$ cat src/rtl/uart_tx_pkg.sv
// Shared constants for the UART transmit path: FSM state encodings,
// parity selection and frame sizes.
package uart_tx_pkg;

  localparam logic [2:0] IDLE   = 3'd0;
  localparam logic [2:0] START  = 3'd1;
  localparam logic [2:0] DATA   = 3'd2;
  localparam logic [2:0] PARITY = 3'd3;
  localparam logic [2:0] STOP   = 3'd4;

  localparam logic EVEN = 1'b0;
  localparam logic ODD  = 1'b1;

  localparam int FRAME_BITS_NOPAR = 10;
  localparam int FRAME_BITS_PAR   = 11;

endpackage

$ cat src/rtl/uart_tx_fsm_if.sv
// Host-side request bus and serial output of the UART transmitter.
interface uart_tx_fsm_if #(
  parameter int PWIDTH = 6,
  parameter int DWIDTH = 8
);
  logic [PWIDTH-1:0] prescale;
  logic [DWIDTH-1:0] p_data;
  logic              data_valid;
  logic              parity_en;
  logic              parity_type;
  logic              tx_out;
  logic              busy;

  modport master (
    output prescale, p_data, data_valid, parity_en, parity_type,
    input  tx_out, busy
  );

  modport slave (
    input  prescale, p_data, data_valid, parity_en, parity_type,
    output tx_out, busy
  );
endinterface

$ cat src/rtl/tx_bit_timer.sv
// Bit-time counter: edge_cnt runs 0..P-1 inside each serial bit, bit_cnt
// indexes the data bit and only advances while bit_en is set.
module tx_bit_timer
  import uart_tx_pkg::*;
#(
  parameter int PWIDTH = 6
) (
  input  logic              clk,
  input  logic              rst,
  input  logic              clear,
  input  logic              enable,
  input  logic              bit_en,
  input  logic [PWIDTH-1:0] p_eff,
  output logic              bit_done,
  output logic [2:0]        bit_cnt
);

  logic [PWIDTH-1:0] edge_cnt;
  logic [PWIDTH-1:0] p_last;

  // p_eff is never 0 while running, so p_last cannot underflow there
  assign p_last   = p_eff - PWIDTH'(1);
  assign bit_done = (edge_cnt == p_last);

  always_ff @(posedge clk) begin
    if (rst || clear) begin
      edge_cnt <= '0;
      bit_cnt  <= '0;
    end else if (enable) begin
      if (bit_done) begin
        edge_cnt <= '0;
        if (bit_en) bit_cnt <= bit_cnt + 3'd1;
      end else begin
        edge_cnt <= edge_cnt + PWIDTH'(1);
      end
    end
  end

endmodule

$ cat src/rtl/uart_tx_fsm.sv
// UART transmitter: start bit, 8 data bits LSB first, optional parity,
// one stop bit; each bit held for max(prescale,1) clock cycles.
//
//   state  | meaning
//   IDLE   | line high, not busy, waiting for data_valid
//   START  | line low for one bit time
//   DATA   | captured byte shifted out LSB first
//   PARITY | parity of captured byte, even or odd as captured
//   STOP   | line high for one bit time, then back to IDLE
module uart_tx_fsm
  import uart_tx_pkg::*;
#(
  parameter int PWIDTH = 6,
  parameter int DWIDTH = 8
) (
  input  logic          clk,
  input  logic          rst,
  uart_tx_fsm_if.slave  bus
);

  localparam logic [2:0] LAST_BIT = 3'(DWIDTH - 1);

  logic [2:0]        state;
  logic [2:0]        state_nx;
  logic [DWIDTH-1:0] data_q;
  logic [PWIDTH-1:0] p_q;
  logic              par_en_q;
  logic              par_type_q;
  logic              tx_q;
  logic              busy_q;
  logic              tx_nx;
  logic              accept;
  logic              timer_run;
  logic              bit_done;
  logic [2:0]        bit_cnt;
  logic [2:0]        bit_nx;
  logic              par_bit;

  assign accept    = (state == IDLE) && bus.data_valid;
  assign timer_run = (state == START) || (state == DATA) ||
                     (state == PARITY) || (state == STOP);
  assign par_bit   = (^data_q) ^ (par_type_q == ODD);

  tx_bit_timer #(.PWIDTH(PWIDTH)) u_timer (
    .clk      (clk),
    .rst      (rst),
    .clear    (!timer_run),
    .enable   (timer_run),
    .bit_en   (state == DATA),
    .p_eff    (p_q),
    .bit_done (bit_done),
    .bit_cnt  (bit_cnt)
  );

  always_comb begin
    state_nx = state;
    case (state)
      IDLE:    if (accept)   state_nx = START;
      START:   if (bit_done) state_nx = DATA;
      DATA:    if (bit_done && (bit_cnt == LAST_BIT))
                 state_nx = par_en_q ? PARITY : STOP;
      PARITY:  if (bit_done) state_nx = STOP;
      STOP:    if (bit_done) state_nx = IDLE;
      default: state_nx = IDLE;
    endcase
  end

  // tx_out is registered, so the mux looks at the state being entered
  always_comb begin
    bit_nx = ((state == DATA) && bit_done) ? bit_cnt + 3'd1 : bit_cnt;
    tx_nx  = 1'b1;
    case (state_nx)
      START:   tx_nx = 1'b0;
      DATA:    tx_nx = data_q[bit_nx];
      PARITY:  tx_nx = par_bit;
      default: tx_nx = 1'b1;
    endcase
  end

  always_ff @(posedge clk) begin
    if (rst) begin
      state      <= IDLE;
      tx_q       <= 1'b1;
      busy_q     <= 1'b0;
      data_q     <= '0;
      p_q        <= '0;
      par_en_q   <= 1'b0;
      par_type_q <= 1'b0;
    end else begin
      state  <= state_nx;
      tx_q   <= tx_nx;
      busy_q <= (state_nx != IDLE);
      if (accept) begin
        data_q     <= bus.p_data;
        p_q        <= (bus.prescale == '0) ? PWIDTH'(1) : bus.prescale;
        par_en_q   <= bus.parity_en;
        par_type_q <= bus.parity_type;
      end
    end
  end

  assign bus.tx_out = tx_q;
  assign bus.busy   = busy_q;

endmodule
$ cat src/flat_wrapper.sv
// flat-port wrapper written by rule: the top's interface ports become plain ports
module uart_tx_fsm_flat import uart_tx_pkg::*;
#(
  parameter int PWIDTH = 6,
  parameter int DWIDTH = 8
)
  (clk, rst, bus_prescale, bus_p_data, bus_data_valid, bus_parity_en, bus_parity_type, bus_tx_out, bus_busy);
  uart_tx_fsm_if #(.PWIDTH(PWIDTH), .DWIDTH(DWIDTH)) bus_i ();
  input  logic clk;
  input  logic rst;
  input wire logic [$bits(bus_i.prescale)-1:0] bus_prescale;
  input wire logic [$bits(bus_i.p_data)-1:0] bus_p_data;
  input wire logic [$bits(bus_i.data_valid)-1:0] bus_data_valid;
  input wire logic [$bits(bus_i.parity_en)-1:0] bus_parity_en;
  input wire logic [$bits(bus_i.parity_type)-1:0] bus_parity_type;
  output wire logic [$bits(bus_i.tx_out)-1:0] bus_tx_out;
  output wire logic [$bits(bus_i.busy)-1:0] bus_busy;
  assign bus_i.prescale = bus_prescale;
  assign bus_i.p_data = bus_p_data;
  assign bus_i.data_valid = bus_data_valid;
  assign bus_i.parity_en = bus_parity_en;
  assign bus_i.parity_type = bus_parity_type;
  assign bus_tx_out = bus_i.tx_out;
  assign bus_busy = bus_i.busy;
  uart_tx_fsm #(.PWIDTH(PWIDTH), .DWIDTH(DWIDTH)) u_core (.clk(clk), .rst(rst), .bus(bus_i));
endmodule
$ cat config.mk
export PLATFORM = sky130hd
export DESIGN_NAME = uart_tx_fsm_flat
export DESIGN_NICKNAME = d
export VERILOG_FILES = /design/src/rtl/uart_tx_pkg.sv /design/src/rtl/uart_tx_fsm_if.sv /design/src/rtl/tx_bit_timer.sv /design/src/rtl/uart_tx_fsm.sv /design/src/flat_wrapper.sv
export SDC_FILE = /design/constraint.sdc
export NUM_CORES = 1
export LEC_CHECK = 0
export BUFFER_PORTS_ARGS = -buffer_cell sky130_fd_sc_hd__buf_4
export CAP_MARGIN = 0
export CORE_MARGIN = 2
export CORE_UTILIZATION = 35
export DETAILED_ROUTE_END_ITERATION = 10
export GPL_ROUTABILITY_DRIVEN = 0
export SYNTH_ARGS = -nofsm -noshare
export SYNTH_HDL_FRONTEND = slang
export SYNTH_SLANG_ARGS = --single-unit
$ cat constraint.sdc
create_clock -name clk -period 2.21 [get_ports clk]
set_clock_uncertainty 0.05 [all_clocks]
set_input_delay 0.221 -clock clk [delete_from_list [all_inputs] [get_ports clk]]
set_output_delay 0.221 -clock clk [all_outputs]
set_load 0.01 [all_outputs]
Word-level counts from Yosys, hierarchy flattened
Cells that the tools add are included.
{"block": "totals", "ff_bits": 30, "output_inout_bits": 2, "word_cells": 49}
{"block": "op_classes", "addsub": 3, "magnitude_cmp": 1, "eq_ne": 9, "mux": 13, "n_bitwise": 1, "n_reduce_logical": 13}
{"op": "two-way mux 3 bit", "n": 7}
{"op": "one-hot mux 3 bit (5 select lines)", "n": 1}
{"op": "== test 3 x 2 -> 1 bit (second input constant)", "n": 4}
{"op": "two-way mux 6 bit", "n": 2}
{"op": "parity 8 bit", "n": 1}
{"op": "adder 6 x 1 -> 6 bit (second input constant)", "n": 1}
{"op": "== test 3 x 1 -> 1 bit (second input constant)", "n": 2}
{"op": "== test 3 bit (second input constant)", "n": 2}
{"op": "== test 6 bit", "n": 1}
{"op": "logical NOT 6 bit", "n": 1}
{"op": "subtractor 6 x 1 -> 6 bit (second input constant)", "n": 1}
{"op": "logical OR 1 bit", "n": 4}
{"op": "less-than comparator 3 x 4 -> 1 bit (second input constant)", "n": 1}
{"op": "adder 3 x 1 -> 3 bit (second input constant)", "n": 1}
{"op": "binary-select mux 1 bit (select 3 bit)", "n": 1}
{"op": "logical AND 1 bit", "n": 3}
{"op": "logical NOT 3 bit", "n": 1}
{"op": "one-hot mux 1 bit (3 select lines)", "n": 1}
{"op": "AND reduction 3 bit", "n": 1}
{"op": "nonzero test 3 bit", "n": 1}
{"op": "logical NOT 1 bit", "n": 1}
{"op": "two-way mux 1 bit", "n": 1}
{"op": "XOR 1 bit", "n": 1}

Depth between registers and ports, before layout
{"block": "depth", "ltp_word": 7, "ltp_mapped": 8, "ltp_nobuf": 8}

Modules after synthesis
Synthesis repeated with hierarchy kept, for this count alone.
{"block": "unflattened", "hier_cells": 205, "area_unflattened_um2": 1692.9}
{"mod": "uart_tx_fsm", "n_inst": 1, "cells_per_inst": 127, "area_per_inst_um2": 1059.8, "seq_area_each_um2": 420.4}
{"mod": "tx_bit_timer", "n_inst": 1, "cells_per_inst": 78, "area_per_inst_um2": 633.1, "seq_area_each_um2": 180.2}

Worst setup path before layout
No wires, ideal clock.
{"block": "synth_path", "path_type": "reg2reg", "from": "reg u_core.p_q[0]", "to": "reg u_core.tx_q, in the netlist u_core.bus.tx_out", "setup_time_ns": 0.127, "arrival_time_ns": 2.046, "slack_ns": -0.012, "path_stages_with_launch": 9, "period_less_slack_ns": 2.222, "cell_sequence": "dfxtp_1 > inv_1 > ha_1 > nor2b_1 > or3_1 > a31oi_1 > and4_2 > a221oi_2 > or3_1"}
{"block": "synth_via", "elab_chain_cells": 7}
{"item": "from (decl)", "line": "uart_tx_fsm.sv:26", "rtl": "logic [PWIDTH-1:0] p_q;"}
{"item": "from (signal assigned)", "line": "uart_tx_fsm.sv:95", "rtl": "p_q <= (bus.prescale == '0) ? PWIDTH'(1) : bus.prescale;"}
{"item": "subtractor 6 x 1 -> 6 bit (*)", "line": "tx_bit_timer.sv:22", "rtl": "assign p_last = p_eff - PWIDTH'(1);"}
{"item": "== test 6 bit (*)", "line": "tx_bit_timer.sv:23", "rtl": "assign bit_done = (edge_cnt == p_last);"}
{"item": "logical AND 1 bit, on equally long branches", "line": "uart_tx_fsm.sv:60, uart_tx_fsm.sv:70"}
{"item": "two-way mux 3 bit, on equally long branches", "line": "uart_tx_fsm.sv:60, uart_tx_fsm.sv:70"}
{"item": "one-hot mux 3 bit (5 select lines) / binary-select mux 1 bit (select 3 bit) (equally long branches)", "line": "uart_tx_fsm.sv:57, uart_tx_fsm.sv:74"}
{"item": "== test 3 x 2 -> 1 bit (tied with other cells)", "line": "uart_tx_fsm.sv:72", "rtl": "case (state_nx)"}
{"item": "one-hot mux 1 bit (3 select lines) (*)", "line": "uart_tx_fsm.sv:72"}
{"item": "to (signal assigned)", "line": "uart_tx_fsm.sv:91", "rtl": "tx_q <= tx_nx;"}
{"item": "to (decl)", "line": "uart_tx_fsm.sv:29", "rtl": "logic tx_q;"}
Every way passes the cells marked *; elsewhere a longest branch is shown, timed or not. The select of a mux whose other input is x is not followed.
A chain may end at the register's enable or synchronous reset.

Worst setup path after layout
Same ends and word-level chain as after synthesis.

==> results by stage <==
Logic synthesis:
- The compound-gate portion of the synthesized area was 0.144.
- The portion of synthesized cell area occupied by the leading cell type is 0.378.
- The commonest cells after synthesis are 31 x nand2_1, 30 x dfxtp_1, 17 x a21oi_1.
- Yosys printed 0 warnings.
- The xor/xnor share of the synthesized area is 0.113.
- The count of flip-flops with a built-in enable after synthesis is 0.
- The main flop type after synthesis is dfxtp_1.
- Among all cell types in the netlist, the one instantiated most often is nand2_1.
- For this run, the register share of the synthesized area comes to 0.378.
- The cell type with the highest aggregate area in the netlist is dfxtp_1.
- The area of the mapped netlist is around 1600 um2.
- The share of synthesized registers carrying an async set or reset is 0.
- After synthesis, the share of cell area in mux cells is 0.0820.
- The number of nets handed over by synthesis was 203.
- The synthesized netlist contains 41 unique library cells.
- Of the total synthesized cell area, the portion taken by full adders, half adders and majority gates is 0.0315.
- The post-synthesis average cell area is 8.82 um2.
- The main combinational cell family by area after synthesis is simple AND/OR/NAND/NOR gates.
- The count of state elements after synthesis is 30.
- Synthesis produced a netlist whose cell count is 180.
- Ranked by total cell area, the synthesized netlist is headed by dfxtp_1 38%, nand2_1 7.3%, xnor2_1 6.6%.
- The area fraction in and, or, nand and nor cells after synthesis is 0.219.

Timing:
- Derived from the worst setup path, the maximum achievable clock frequency is 473 MHz.
- Setup violations remaining at the end of the flow were counted as 0.
- The smallest clock period supported by the final layout is computed as between 2 and 2.5 ns.
- The final hold violation count is 0.
- The actual slew at the worst max-slew pin is 0.444 ns.
- Headroom to the max-slew limit came out at 0.702.
- The number of pins with negative max-slew slack in the final report is 0.
- The post-route worst setup slack is 0.0965 ns.
- The fraction of the cycle the final worst path needs is 0.956.

Floorplanning:
- 21 I/O pins were placed.
- The starting utilization of the core area is 0.365.
- The horizontal die dimension is around 71 um.
- The core region is 4350 um2.
- The floorplan has 24 rows.
- The vertical extent of the die is 71.4 um.
- The overall die area is 5090 um2.

Flow run:
- The tool flagged a number of max-cap violations equal to 0.

Power:
- The combinational fraction of design power is 0.174.
- The internal portion of the total power is 0.931 mW.
- The share of total power dissipated in the clock network is 0.362.
- Summed over all cells, the static leakage comes to 0.763 nW.
- The sequential group share of total power is 0.465.
- Power spread over the standard cell area amounts to between 600 and 700 nW/um2.
- Across the VDD grid, the largest voltage drop is 0.415 mV.
- Of the total power, the share spent switching nets is 0.260.
- The power spent charging and discharging nets is approximately 0.33 mW.

Finish:
- The repair_antennas step left the layout with diodes totalling 0.
- In the final layout, the share of cells above drive strength 1 is 0.268.
- Compared with the post-synthesis result, the final layout area differs by 25.2%.
- The final instance area is 1990 um2.
- For this run, the post-layout net count is 231.

Critical path:
- The origin of the critical flop-to-flop path is u_core.p_q[0]$_SDFFE_PP0P_.
- For this run, the slowest stage of the critical path takes 0.53 ns.
- The depth of the worst register-to-register path is 6.
- Traced cell by cell, the critical path runs through or4_4 > o21a_1 > o2111ai_2 > nor3_2 > a21o_1 > or3_1.
- The cell with the largest stage delay on the worst path is or4_4.
- For the worst setup path, the data required time is 2.33 ns.
- Data on the critical path arrives at its endpoint at 2.23 ns.
- The endpoint identified for the worst register-to-register timing path is u_core.bus.tx_out$_SDFF_PP1_.
- The critical path is of the reg2reg type.
- STA classifies the critical path startpoint as a flip-flop.
- The element type at the critical path end is a flip-flop.
- The peak fanout along the critical path is 3.
- Tracing the worst setup path back leads to its startpoint at u_core.p_q[0]$_SDFFE_PP0P_.
- The reg-to-reg setup timing slack is 0.1 ns.

Clock tree:
- Clock-pin slew was measured on the worst setup and hold paths at 0.06 ns.
- The number of hold buffers added after CTS was 0.
- The clock latency of the later-clocked register in the worst-skew pair is 0.28 ns.
- The cell at the root of the clock tree is clkbuf_8.
- Counting the buffers created by CTS gives 5.
- The clock drives 30 sinks.
- In this run the number of H-tree levels came out at 2.
- In this run the deepest clock path goes through 2 buffers.
- The number of buffers inserted by post-CTS setup repair is 0.
- TritonCTS built the clock tree.

Place:
- The half-perimeter wire length after detailed placement is 2500 um.
- The quantity of I/O buffers inserted on ports is 20.
- Prior to clock tree synthesis, the placed netlist has a worst setup slack of -0.0232 ns.
- In this run the cell area measured after placement is 1850 um2.

Status:
- The flow ran to the end, and the final reports show no timing, DRC or antenna violations.

Global routing:
- The number of global-route vias before repair was 1269.
- The remaining global-route overflow is 0.
- The number of antenna violations at the first check in global routing is 0.
- The first global-routing pass estimated 5730 um of wire.
- Across every metal layer, demand over resource in global routing totals 0.145.
- Entering global routing, the biggest net connects 21 pins.

Drt:
- For this run, the detailed router's first-pass iteration total came to 4.
- The total vias in the final route is about 1300.
- The remaining number of nets flagged by the antenna check after routing is 0.
- The detailed router finished its first iteration with 62 violations.
- The mean routed wirelength per cell is 12.6 um.
- Using the TritonRoute via totals, the vias-per-cell ratio works out to 5.14.
- The total wire length after detailed routing is 3300 um.
- The DRC violation count after routing is 0.

Hold path:
- The number of instances on the worst hold path is 3.
- The path class of the tightest hold or removal check is in2reg.
- The worst hold path terminates at u_core.data_q[4]$_SDFFE_PP0P_.
- The startpoint of the tightest hold check path is bus_p_data[4].
metrics by stage:
stage	utilization	TNS, ns	hold slack [ns]	power [mW]	std cells
after floorplan	-	0	0.307	0.729	180
after global placement	0.425	0	0.412	0.800	253
after detailed placement	0.425	-0.0232	0.409	0.803	253
after CTS	0.447	0	0.126	1.26	261
after global routing	0.457	-0.00529	0.127	1.33	261
final	0.457	0	0.133	1.26	261
sequential cells by signal, summed over array words and instances, names as in the netlist:
register / count
u_core.par_en_q: 1
u_core.u_timer.bit_cnt: 3
u_core.p_q: 6
u_core.u_timer.edge_cnt: 6
u_core.data_q: 8
u_core.par_type_q: 1
u_core.state: 3
u_core.bus.tx_out: 1
u_core.bus.busy: 1
worst max-delay path by stage:
stage / end / slack [ns] / cells after the start
3_5_place_dp: u_core.state[0]$_SDFF_PP0_ / -0.02 / 7
4_1_cts: u_core.state[0]$_SDFF_PP0_ / 0.006 / 7
6_report: u_core.bus.tx_out$_SDFF_PP1_ / 0.1 / 6
3_3_place_gp: u_core.bus.tx_out$_SDFF_PP1_ / 0.05 / 6
5_1_grt: u_core.bus.tx_out$_SDFF_PP1_ / -0.005 / 8
2_1_floorplan: u_core.state[0]$_SDFF_PP0_ / 0.06 / 7
routing by layer:
layer	track usage	wire [um]	vias up
met5	0	0	-
li1	-	-	692
met4	0.0566	61	0
met2	0.215	1440	30
met3	0.0492	160	7
met1	0.193	1640	613
logic make-up (layout without fill, tap and decap cells):
| family | after synthesis | count (layout) |
|---|---|---|
| buffers and inverters | 13 | 42 |
| DFF | 30 | 30 |
| AOI/OAI and AO/OA | 34 | 34 |
| xor gates and xnor gates | 19 | 19 |
| muxes | 8 | 8 |
| and+or+nand+nor | 72 | 72 |
| adders and majority gates | 4 | 4 |
power groups by stage:
stage,Sequential [mW],Combinational (mW),Clock (mW)
detailed placement,0.596,0.207,0
global placement,0.596,0.204,0
CTS,0.584,0.209,0.466
finish,0.585,0.219,0.455
floorplan,0.594,0.135,0
global route,0.589,0.243,0.494
area by class of cell:
cell class / count / area, um2
Clock buffer: 7 / 86.3
Clock inverter: 1 / 5.00
Fill cell: 427 / 2370
Inverter: 5 / 18.8
Multi-Input combinational cell: 137 / 992
Sequential cell: 30 / 603
Tap cell: 52 / 65.1
Timing Repair Buffer: 29 / 218
critical path, delay by kind of cell (launching register included):
family / cells / cell delay (ns)
AOI/OAI and AO/OA: 3 / 0.64
DFF: 1 / 0.32
and+or+nand+nor: 3 / 0.98
what timing repair did:
| action | 4_1_cts | 5_1_grt |
|---|---|---|
| pin swaps | 0 | 5 |
| setup endpoints to repair | 1 | 7 |
| endpoints found under the hold margin | 0 | 0 |
| resized for setup | 1 | 10 |
cell usage in the layout (no fill, tap or decap), drive strengths merged, types with 2 or more instances in the layout:
cell	instances
a211oi	2
a21oi	17
a31oi	2
buf	29
clkbuf	7
dfxtp	30
ha	4
inv	5
mux2i	4
mux4	4
nand2	31
nand2b	3
nand3	2
nand4	3
nor2	14
nor2b	2
nor3	5
nor4b	2
o21ai	2
or3	3
or4	2
xnor2	12
xor2	6
Power figures use the tool's default switching activity.
